===== config.mk =====
export PLATFORM = sky130hd
export DESIGN_NAME = cs_request_throttle
export DESIGN_NICKNAME = d
export VERILOG_FILES = /design/src/rtl/cs_request_throttle.sv
export SDC_FILE = /design/constraint.sdc
export NUM_CORES = 1
export LEC_CHECK = 0
export ABC_AREA = 1
export CORE_UTILIZATION = 44
export DETAILED_ROUTE_END_ITERATION = 16
export PLACE_DENSITY = 0.85
export SETUP_SLACK_MARGIN = 0.3
export SKIP_CTS_REPAIR_TIMING = 1
export SYNTH_ARGS = -nofsm -noshare
export SYNTH_HDL_FRONTEND = slang
export SYNTH_SLANG_ARGS = --single-unit

===== constraint.sdc =====
create_clock -name clk_i -period 3.2 [get_ports clk_i]
set_input_delay 0.64 -clock clk_i [delete_from_list [all_inputs] [get_ports clk_i]]
set_output_delay 0.64 -clock clk_i [all_outputs]
set_load 0.02 [all_outputs]

===== src/rtl/cs_request_throttle.sv =====
// cs_request_throttle
//   Single-entry request register between the CS bridge and the timeout/mux
//   stage. It caps the number of issued-but-unanswered requests at
//   MAX_OUTSTANDING by stalling the bridge, and raises sticky flags for
//   completion underflow and simultaneous read/write commands.
//
// Ports
//   clk_i, rstn_i             clock, asynchronous active-low reset
//   hps_*_i / hps_waitrequest_o   request side from the CS bridge
//   cs_*_o / cs_waitrequest_i     registered request toward the timeout/mux stage
//   rsp_readdatavalid_i, rsp_writerespvalid_i   completions, one per pulse
//   err_clr_i                 clears the sticky error flags
//   outstanding_o             issued-but-unanswered count
//   rsp_underflow_err_o, proto_err_o   sticky error flags
module cs_request_throttle #(
  parameter int unsigned ADDR_WIDTH      = 14,
  parameter int unsigned DATA_WIDTH      = 32,
  parameter int unsigned MAX_OUTSTANDING = 2,
  parameter int unsigned CNT_WIDTH       = $clog2(MAX_OUTSTANDING + 1)
) (
  input  logic                    clk_i,
  input  logic                    rstn_i,
  input  logic [ADDR_WIDTH-1:0]   hps_address_i,
  input  logic [DATA_WIDTH-1:0]   hps_writedata_i,
  input  logic [DATA_WIDTH/8-1:0] hps_byteenable_i,
  input  logic                    hps_read_i,
  input  logic                    hps_write_i,
  output logic                    hps_waitrequest_o,
  output logic [ADDR_WIDTH-1:0]   cs_address_o,
  output logic [DATA_WIDTH-1:0]   cs_writedata_o,
  output logic [DATA_WIDTH/8-1:0] cs_byteenable_o,
  output logic                    cs_read_o,
  output logic                    cs_write_o,
  input  logic                    cs_waitrequest_i,
  input  logic                    rsp_readdatavalid_i,
  input  logic                    rsp_writerespvalid_i,
  input  logic                    err_clr_i,
  output logic [CNT_WIDTH-1:0]    outstanding_o,
  output logic                    rsp_underflow_err_o,
  output logic                    proto_err_o
);

  localparam int unsigned BeWidth  = DATA_WIDTH / 8;
  // Wide enough for count + pending entry + two completions without wrap.
  localparam int unsigned SumWidth = CNT_WIDTH + 2;
  localparam logic [SumWidth-1:0] MaxOcc = SumWidth'(MAX_OUTSTANDING);

  localparam logic [0:0] StEmpty = 1'b0;
  localparam logic [0:0] StFull  = 1'b1;

  logic [0:0]            state_q, state_d;
  logic                  rd_q, rd_d;
  logic                  wr_q, wr_d;
  logic [ADDR_WIDTH-1:0] addr_q, addr_d;
  logic [DATA_WIDTH-1:0] data_q, data_d;
  logic [BeWidth-1:0]    be_q, be_d;
  logic [CNT_WIDTH-1:0]  cnt_q, cnt_d;
  logic                  uf_q, uf_d;
  logic                  pe_q, pe_d;

  logic                  full;
  logic                  accept;
  logic                  issue;
  logic                  underflow_ev;
  logic                  proto_ev;
  logic [SumWidth-1:0]   occupancy;
  logic [SumWidth-1:0]   cnt_plus_issue;
  logic [SumWidth-1:0]   dec;

  assign full = (state_q == StFull);

  // Occupancy counts the held entry as already outstanding so the cap holds
  // once it issues.
  assign occupancy = SumWidth'(cnt_q) + SumWidth'(full);
  assign hps_waitrequest_o = ~rstn_i | full | (occupancy >= MaxOcc);

  assign accept = (hps_read_i | hps_write_i) & ~hps_waitrequest_o;
  assign issue  = full & (rd_q | wr_q) & ~cs_waitrequest_i;

  // Completions are measured against the count after any same-cycle issue.
  assign cnt_plus_issue = SumWidth'(cnt_q) + SumWidth'(issue);
  assign dec            = SumWidth'(rsp_readdatavalid_i) + SumWidth'(rsp_writerespvalid_i);
  assign underflow_ev   = (dec > cnt_plus_issue);
  assign proto_ev       = accept & hps_read_i & hps_write_i;

  always_comb begin
    state_d = state_q;
    rd_d    = rd_q;
    wr_d    = wr_q;
    addr_d  = addr_q;
    data_d  = data_q;
    be_d    = be_q;

    if (issue) begin
      state_d = StEmpty;
      rd_d    = 1'b0;
      wr_d    = 1'b0;
    end
    // Accept cannot coincide with issue: waitrequest is high while FULL.
    if (accept) begin
      state_d = StFull;
      rd_d    = hps_read_i;
      wr_d    = hps_write_i & ~hps_read_i;
      addr_d  = hps_address_i;
      data_d  = hps_writedata_i;
      be_d    = hps_byteenable_i;
    end
  end

  always_comb begin
    cnt_d = cnt_q;
    if (underflow_ev) begin
      cnt_d = '0;
    end else begin
      cnt_d = CNT_WIDTH'(cnt_plus_issue - dec);
    end
  end

  // Error events win over a same-cycle clear.
  always_comb begin
    uf_d = uf_q;
    pe_d = pe_q;
    if (underflow_ev) begin
      uf_d = 1'b1;
    end else if (err_clr_i) begin
      uf_d = 1'b0;
    end
    if (proto_ev) begin
      pe_d = 1'b1;
    end else if (err_clr_i) begin
      pe_d = 1'b0;
    end
  end

  always_ff @(posedge clk_i or negedge rstn_i) begin
    if (!rstn_i) begin
      state_q <= StEmpty;
      rd_q    <= 1'b0;
      wr_q    <= 1'b0;
      addr_q  <= '0;
      data_q  <= '0;
      be_q    <= '0;
      cnt_q   <= '0;
      uf_q    <= 1'b0;
      pe_q    <= 1'b0;
    end else begin
      state_q <= state_d;
      rd_q    <= rd_d;
      wr_q    <= wr_d;
      addr_q  <= addr_d;
      data_q  <= data_d;
      be_q    <= be_d;
      cnt_q   <= cnt_d;
      uf_q    <= uf_d;
      pe_q    <= pe_d;
    end
  end

  assign cs_address_o        = addr_q;
  assign cs_writedata_o      = data_q;
  assign cs_byteenable_o     = be_q;
  assign cs_read_o           = rd_q;
  assign cs_write_o          = wr_q;
  assign outstanding_o       = cnt_q;
  assign rsp_underflow_err_o = uf_q;
  assign proto_err_o         = pe_q;

endmodule

==> results of run 1 <==
## routing by layer
metal	routed length (um)	part of all wire (%)	global-route usage, %	up-vias
met5	0	0	0	-
met4	74	1.2	9.231	0
met3	341	5.5	3.832	9
met2	3044	49	38.11	89
met1	2772	44	29.47	1070
li1	-	-	-	1086
## worst reg2reg max path, delay by kind of cell (launching register included)
family / cells / cell delay [ps]
and+or+nand+nor: 6 / 490
DFF: 1 / 410
adders and majority gates: 3 / 770
buffers and inverters: 4 / 250
## state kept, by name, indices dropped and copies added (netlist names)
register and count:
cs_writedata_o 32, cs_byteenable_o 4, cs_address_o 14, cs_write_o 1, cs_read_o 1, proto_err_o 1
outstanding_o 2, full 1, rsp_underflow_err_o 1
## synthesized netlist by cell type
master,number,area (sq um)
buf_6,5,56.30
nand3_2,2,20.02
a21oi_1,1,5.000
o21ai_0,1,5.000
nor2_1,2,7.510
clkbuf_4,1,7.510
ha_1,6,75.07
buf_4,1,7.510
nand2_2,1,6.260
inv_1,15,56.30
nand3_1,54,270.3
inv_2,1,3.750
xnor2_1,1,8.760
buf_2,8,40.04
nand2_1,113,424.2
dfrtp_1,57,1426
nor3_4,1,16.27
## cell type report
| type | instances | area, sq um |
|---|---|---|
| clock buffers | 14 | 182.7 |
| multi-input cells | 182 | 838.3 |
| clock inverters | 2 | 10.01 |
| inverters | 16 | 60.06 |
| repair buffers | 119 | 1174 |
| flip-flops and latches | 57 | 1426 |
| fillers | 391 | 1426 |
| well taps | 70 | 87.58 |
## path summary, 6_finish.rpt
check,to,slack [ps],cells past startpoint
max,outstanding_o[1],940,13
min,cs_byteenable_o[1],480,2
min reg2reg,cs_byteenable_o[1],480,2
max reg2reg,outstanding_o[1],1180,13
min in group asynchronous,cs_writedata_o[10],510,2
max in group asynchronous,cs_address_o[9],2230,2
## power by group through the flow
stage                     clock network [uW]  registers (uW)  logic [uW]
after global placement                     0            1230        1720
after global routing                     664            1280        1910
final                                    617            1240        1760
after detailed placement                   0            1240        1760
after floorplan                            0            1630         531
after CTS                                634            1240        1770
## logic make-up after synthesis
kind of cell / Yosys count
buf+inv: 31
compound gates: 2
simple gates: 173
xor+xnor: 1
flops: 57
fa+ha+maj: 6
## through the flow
stage,util [%],power [uW]
detailed placement,68.89,3005
finish,72.60,3611
global placement,68.89,2953
CTS,72.60,3643
floorplan,-,2159
global route,72.60,3847
==> impl_metrics.toml, run 1 <==
[layout]
nets = 449
final_cells = 460
drive_above_1_share_pct = 6.667
design_area_sq_um = 3779
layout_common_cells = "nand2_1, clkdlybuf4s50_1, dfrtp_1, nand3_1, inv_1"
diodes = 0
areaGrowthSynthToFinish_pct = 55.11

[setup_path]
path_class = "input port to register"
crit_buf_inv = 4
cpLargestDelayFamily = "adder cells"
worstSetupStartpointType = "input port"
path_max_fanout = 3
critPathCaptureType = "register"
worst_path_most_repeated_cell = "nand2_1"
critPathArrivalTime_ps = 2470
crit_path_start = "cs_waitrequest_i"
r2r_start = "full"
crit_chain = "clkdlybuf4s50_1 -> nor2_1 -> nand2_1 -> inv_1 -> ha_1 -> ha_1 -> inv_1 -> ha_1 -> nand2_1 -> nand2_1 -> nand3_1 -> nand2_1 -> inv_1"
cpMaxStageDelayCell = "clkdlybuf4s50_1"
slowest_delay_ps = 450
required_ps = 3410

[place]
place_area_sq_um = 3586
portBuffers = 114
dp_hpwl_um = 4173
placed_cells = 444
place.gp.congestion = 0.9116
dpl_worst_slack_ps = 666.3

[floorplan]
die_h_um = 76.41
num_io_pins = 115
rows = 26
dieArea_sq_um = 5838
core_sq_um = 5205
die-width_um = 76.41
initial_core_util_pct = 46.80

[pwr]
power.share.clock_pct = 17.1
p_per_area_nw_per_um2 = 955.6
switchingPower_uw = 1383
p_leak_uw = 0.001883
p_seq_share_pct = 34.3
comb_power_share_pct = 48.6
switching_share_pct = 38.30
p_int_uw = 2228
peakVddDrop_uv = 548.0

[synthesis]
synth_nets = 334
ys_ff_latch = 57
avgSynthCellArea_sq_um = 9.023
yosysSeqAreaShare_pct = 58.55
synth_top_family_by_area = "simple AND/OR/NAND/NOR gates"
synth-warning-count = 0
muxShareOfSynthArea_pct = 0
synthSimpleGateAreaFrac_pct = 30.56
synth-compound-area-share_pct = 0.4109
synthCells = 270
synth.distinct_cells = 17
synthAdderAreaFrac_pct = 3.082
syn_area_sq_um = 2436
synth_xor_area_share_pct = 0.3595

[cts]
cts_tree = "built"
h-tree-depth = 3
cts.sinks = 57
cts_buffers = 9
root_buffer = "clkbuf_8"
clkSlewWorstSetupHoldPaths_ps = 60
cts_buffer_depth = 2
clk_latency_ps = 310

[timing]
hold_violations = 0
skew_ps = 5.363
rsz0062_at_grt = "no"
tightest_slew_ps = 694.3
finalSetupViolCount = 0
slew_viol_final = 0
fin_ws_ps = 940.9
fin_hold_ws_ps = 477.0
relSlewSlack_pct = 53.71
fin_crit_sh_pct = 70.60
finalSetupTns_ps = 0
layout_min_cycle_time_ps = 2259
fmax_mhz = 442.7

[route]
wl_per_cell_um = 13.55
drt-vias-per-instance = 4.900
wl_um = 6233
vias = 2254
drt_pass1_iterations = 4
ant_nets = 0
drt_iter0_markers = 124
drcViolationCount = 0

[global_routing]
track_usage_pct = 22.81
grt_pass1_vias = 2307
antenna_found_initial = 0
grt_max_degree = 58
grt_pass1_wl_um = 10540
overflow = 0

[min_path]
hold_path.startpoint = "cs_byteenable_o[1]"
min_path_type = "register to register"

[run]
drv_cap = 0

[status]
outcome = "complete, no violations"
Power figures use the tool's default switching activity.
==> run 2, diff against run 1 <==
--- a/config.mk
+++ b/config.mk
@@ -6,9 +6,9 @@
 export NUM_CORES = 1
 export LEC_CHECK = 0
 export ABC_AREA = 1
-export CORE_UTILIZATION = 44
+export CORE_UTILIZATION = 37
 export DETAILED_ROUTE_END_ITERATION = 16
-export PLACE_DENSITY = 0.85
+export PLACE_DENSITY = 0.76
 export SETUP_SLACK_MARGIN = 0.3
 export SKIP_CTS_REPAIR_TIMING = 1
 export SYNTH_ARGS = -nofsm -noshare
==> constraint.sdc (replaced) <==
create_clock -name clk_i -period 1.9 [get_ports clk_i]
set_input_delay 0.38 -clock clk_i [delete_from_list [all_inputs] [get_ports clk_i]]
set_output_delay 0.38 -clock clk_i [all_outputs]
set_load 0.02 [all_outputs]
==> impl_metrics.toml, run 2 (synthesis gave the netlist of run 1 again) <==
[cts]
clk_latency_ps = 310
cts_tree = "built"
clkSlewWorstSetupHoldPaths_ps = 60
cts.sinks = 57
cts_buffers = 9
cts_buffer_depth = 2
root_buffer = "clkbuf_8"
h-tree-depth = 3

[layout]
nFillCells = 542
largest_reg_flops = 32
nets = 453
final_cells = 471
drive_above_1_share_pct = 10.66
final_common_cell = "nand2_1"
diodes = 0
layout_common_cells = "nand2_1, dlymetal6s2s_1, clkdlybuf4s50_1, dfrtp_1, nand3_1"
areaGrowthSynthToFinish_pct = 64.05

[global_routing]
grt_pass1_vias = 2194
antenna_found_initial = 0
track_usage_pct = 18.30
overflow = 0
grt_pass1_wl_um = 10140
grt_max_degree = 58

[route]
wl_um = 6097
wl_per_cell_um = 12.94
drt_iter0_markers = 102
drt_pass1_iterations = 4
drt-vias-per-instance = 4.618
vias = 2175
drcViolationCount = 0
ant_nets = 0

[pwr]
p_int_uw = 3654
switchingPower_uw = 2337
switching_share_pct = 39.01
p_leak_uw = 0.002594
p_seq_share_pct = 34.5
p_per_area_nw_per_um2 = 1499
comb_power_share_pct = 49.4
power.share.clock_pct = 16.0
peakVddDrop_uv = 810.4

[setup_path]
cpMaxStageDelayCell = "clkdlybuf4s50_1"
crit_chain = "clkdlybuf4s50_1 -> nor2_1 -> nand2_2 -> inv_2 -> ha_4 -> ha_4 -> inv_2 -> ha_4 -> nand2_2 -> nand2_2 -> nand3_2 -> nand2_1 -> inv_1"
path_class = "input port to register"
required_ps = 2120
slowest_delay_ps = 450
worstSetupStartpointType = "input port"
path_max_fanout = 3
critPathArrivalTime_ps = 1980
critPathCaptureType = "register"

[timing]
tightest_slew_ps = 701.7
relSlewSlack_pct = 53.22
rsz0062_at_grt = "yes"
fin_crit_sh_pct = 92.78
skew_ps = 9.534
layout_min_cycle_time_ps = 1763
finalSetupTns_ps = 0
slew_viol_final = 0
fmax_mhz = 567.3
hold_violations = 0
finalSetupViolCount = 0

[floorplan]
dieArea_sq_um = 6912
num_io_pins = 115
die_h_um = 83.14
die-width_um = 83.14
core_sq_um = 6350
rows = 29
initial_core_util_pct = 38.36

[place]
placed_cells = 454
place.gp.congestion = 0.7611
portBuffers = 114
dp_hpwl_um = 4203

[run]
drv_cap = 0

[min_path]
min_path_type = "input port to asynchronous set/reset pin"

[status]
outcome = "complete, no violations"
[run 2: changes by cell type in the layout (fill, tap and decap cells not counted), sizes merged]
cell | previous run | this run
clkinv | 2 | 3
dlymetal6s2s | 0 | 57
clkbuf | 14 | 13
clkdlybuf4s50 | 113 | 56
buf | 6 | 10
[run 2: final cells by class]
class / count / area (sq um) / share of cell area, %
clock inverter: 3 / 15.01 / 0.3757
multi-input combinational: 182 / 890.9 / 22.29
timing repair buffer: 123 / 1346 / 33.69
sequential: 57 / 1429 / 35.75
clock buffer: 13 / 158.9 / 3.976
inverter: 16 / 60.06 / 1.503
tap: 77 / 96.34 / 2.411
[run 2: per-stage QoR]
stage | power, uW | worst slack (ps) | hold WS, ps | util [%] | instance area [sq um]
after floorplan | 3670 | 126.2 | 84.41 | - | 2466
after global placement | 5056 | -232.7 | 461.8 | 57.44 | 3647
after detailed placement | 5130 | -271.0 | 464.4 | 57.44 | 3647
after CTS | 6120 | -92.11 | 241.9 | 60.18 | 3821
after global routing | 6433 | 74.76 | 276.7 | 62.94 | 3996
final | 5991 | 137.2 | 221.7 | 62.94 | 3996
[run 2: path summary, 6_finish.rpt]
check / start / endpoint / slack [ps] / depth (start not counted)
max in group asynchronous: rstn_i / cs_write_o / 1180 / 2
max reg2reg: cs_write_o / outstanding_o[1] / 170 / 13
min reg2reg: cs_writedata_o[23] / cs_writedata_o[23] / 470 / 2
min in group clk_i: cs_writedata_o[23] / cs_writedata_o[23] / 470 / 2
max: cs_waitrequest_i / outstanding_o[1] / 140 / 13
min: rstn_i / rsp_underflow_err_o / 220 / 2
[run 2: worst max-delay path: cells and delay by family]
family	cells	cell delay, ps
AND/OR/NAND/NOR	6	360
buffers and inverters	4	560
adder cells (fa/ha/maj)	3	680
[run 2: routing by layer]
layer / track usage, % / wire (um)
met4: 6.426 / 61
met1: 21.79 / 2581
met3: 5.467 / 384
met2: 31.37 / 3069
met5: 0 / 0
[run 2: power groups by stage]
stage	Combinational, uW	Sequential [uW]	Clock (uW)
after floorplan	922	2750	0
after global placement	2970	2090	0
after detailed placement	3030	2100	0
after CTS	3030	2100	996
after global routing	3220	2150	1060
final	2960	2070	960
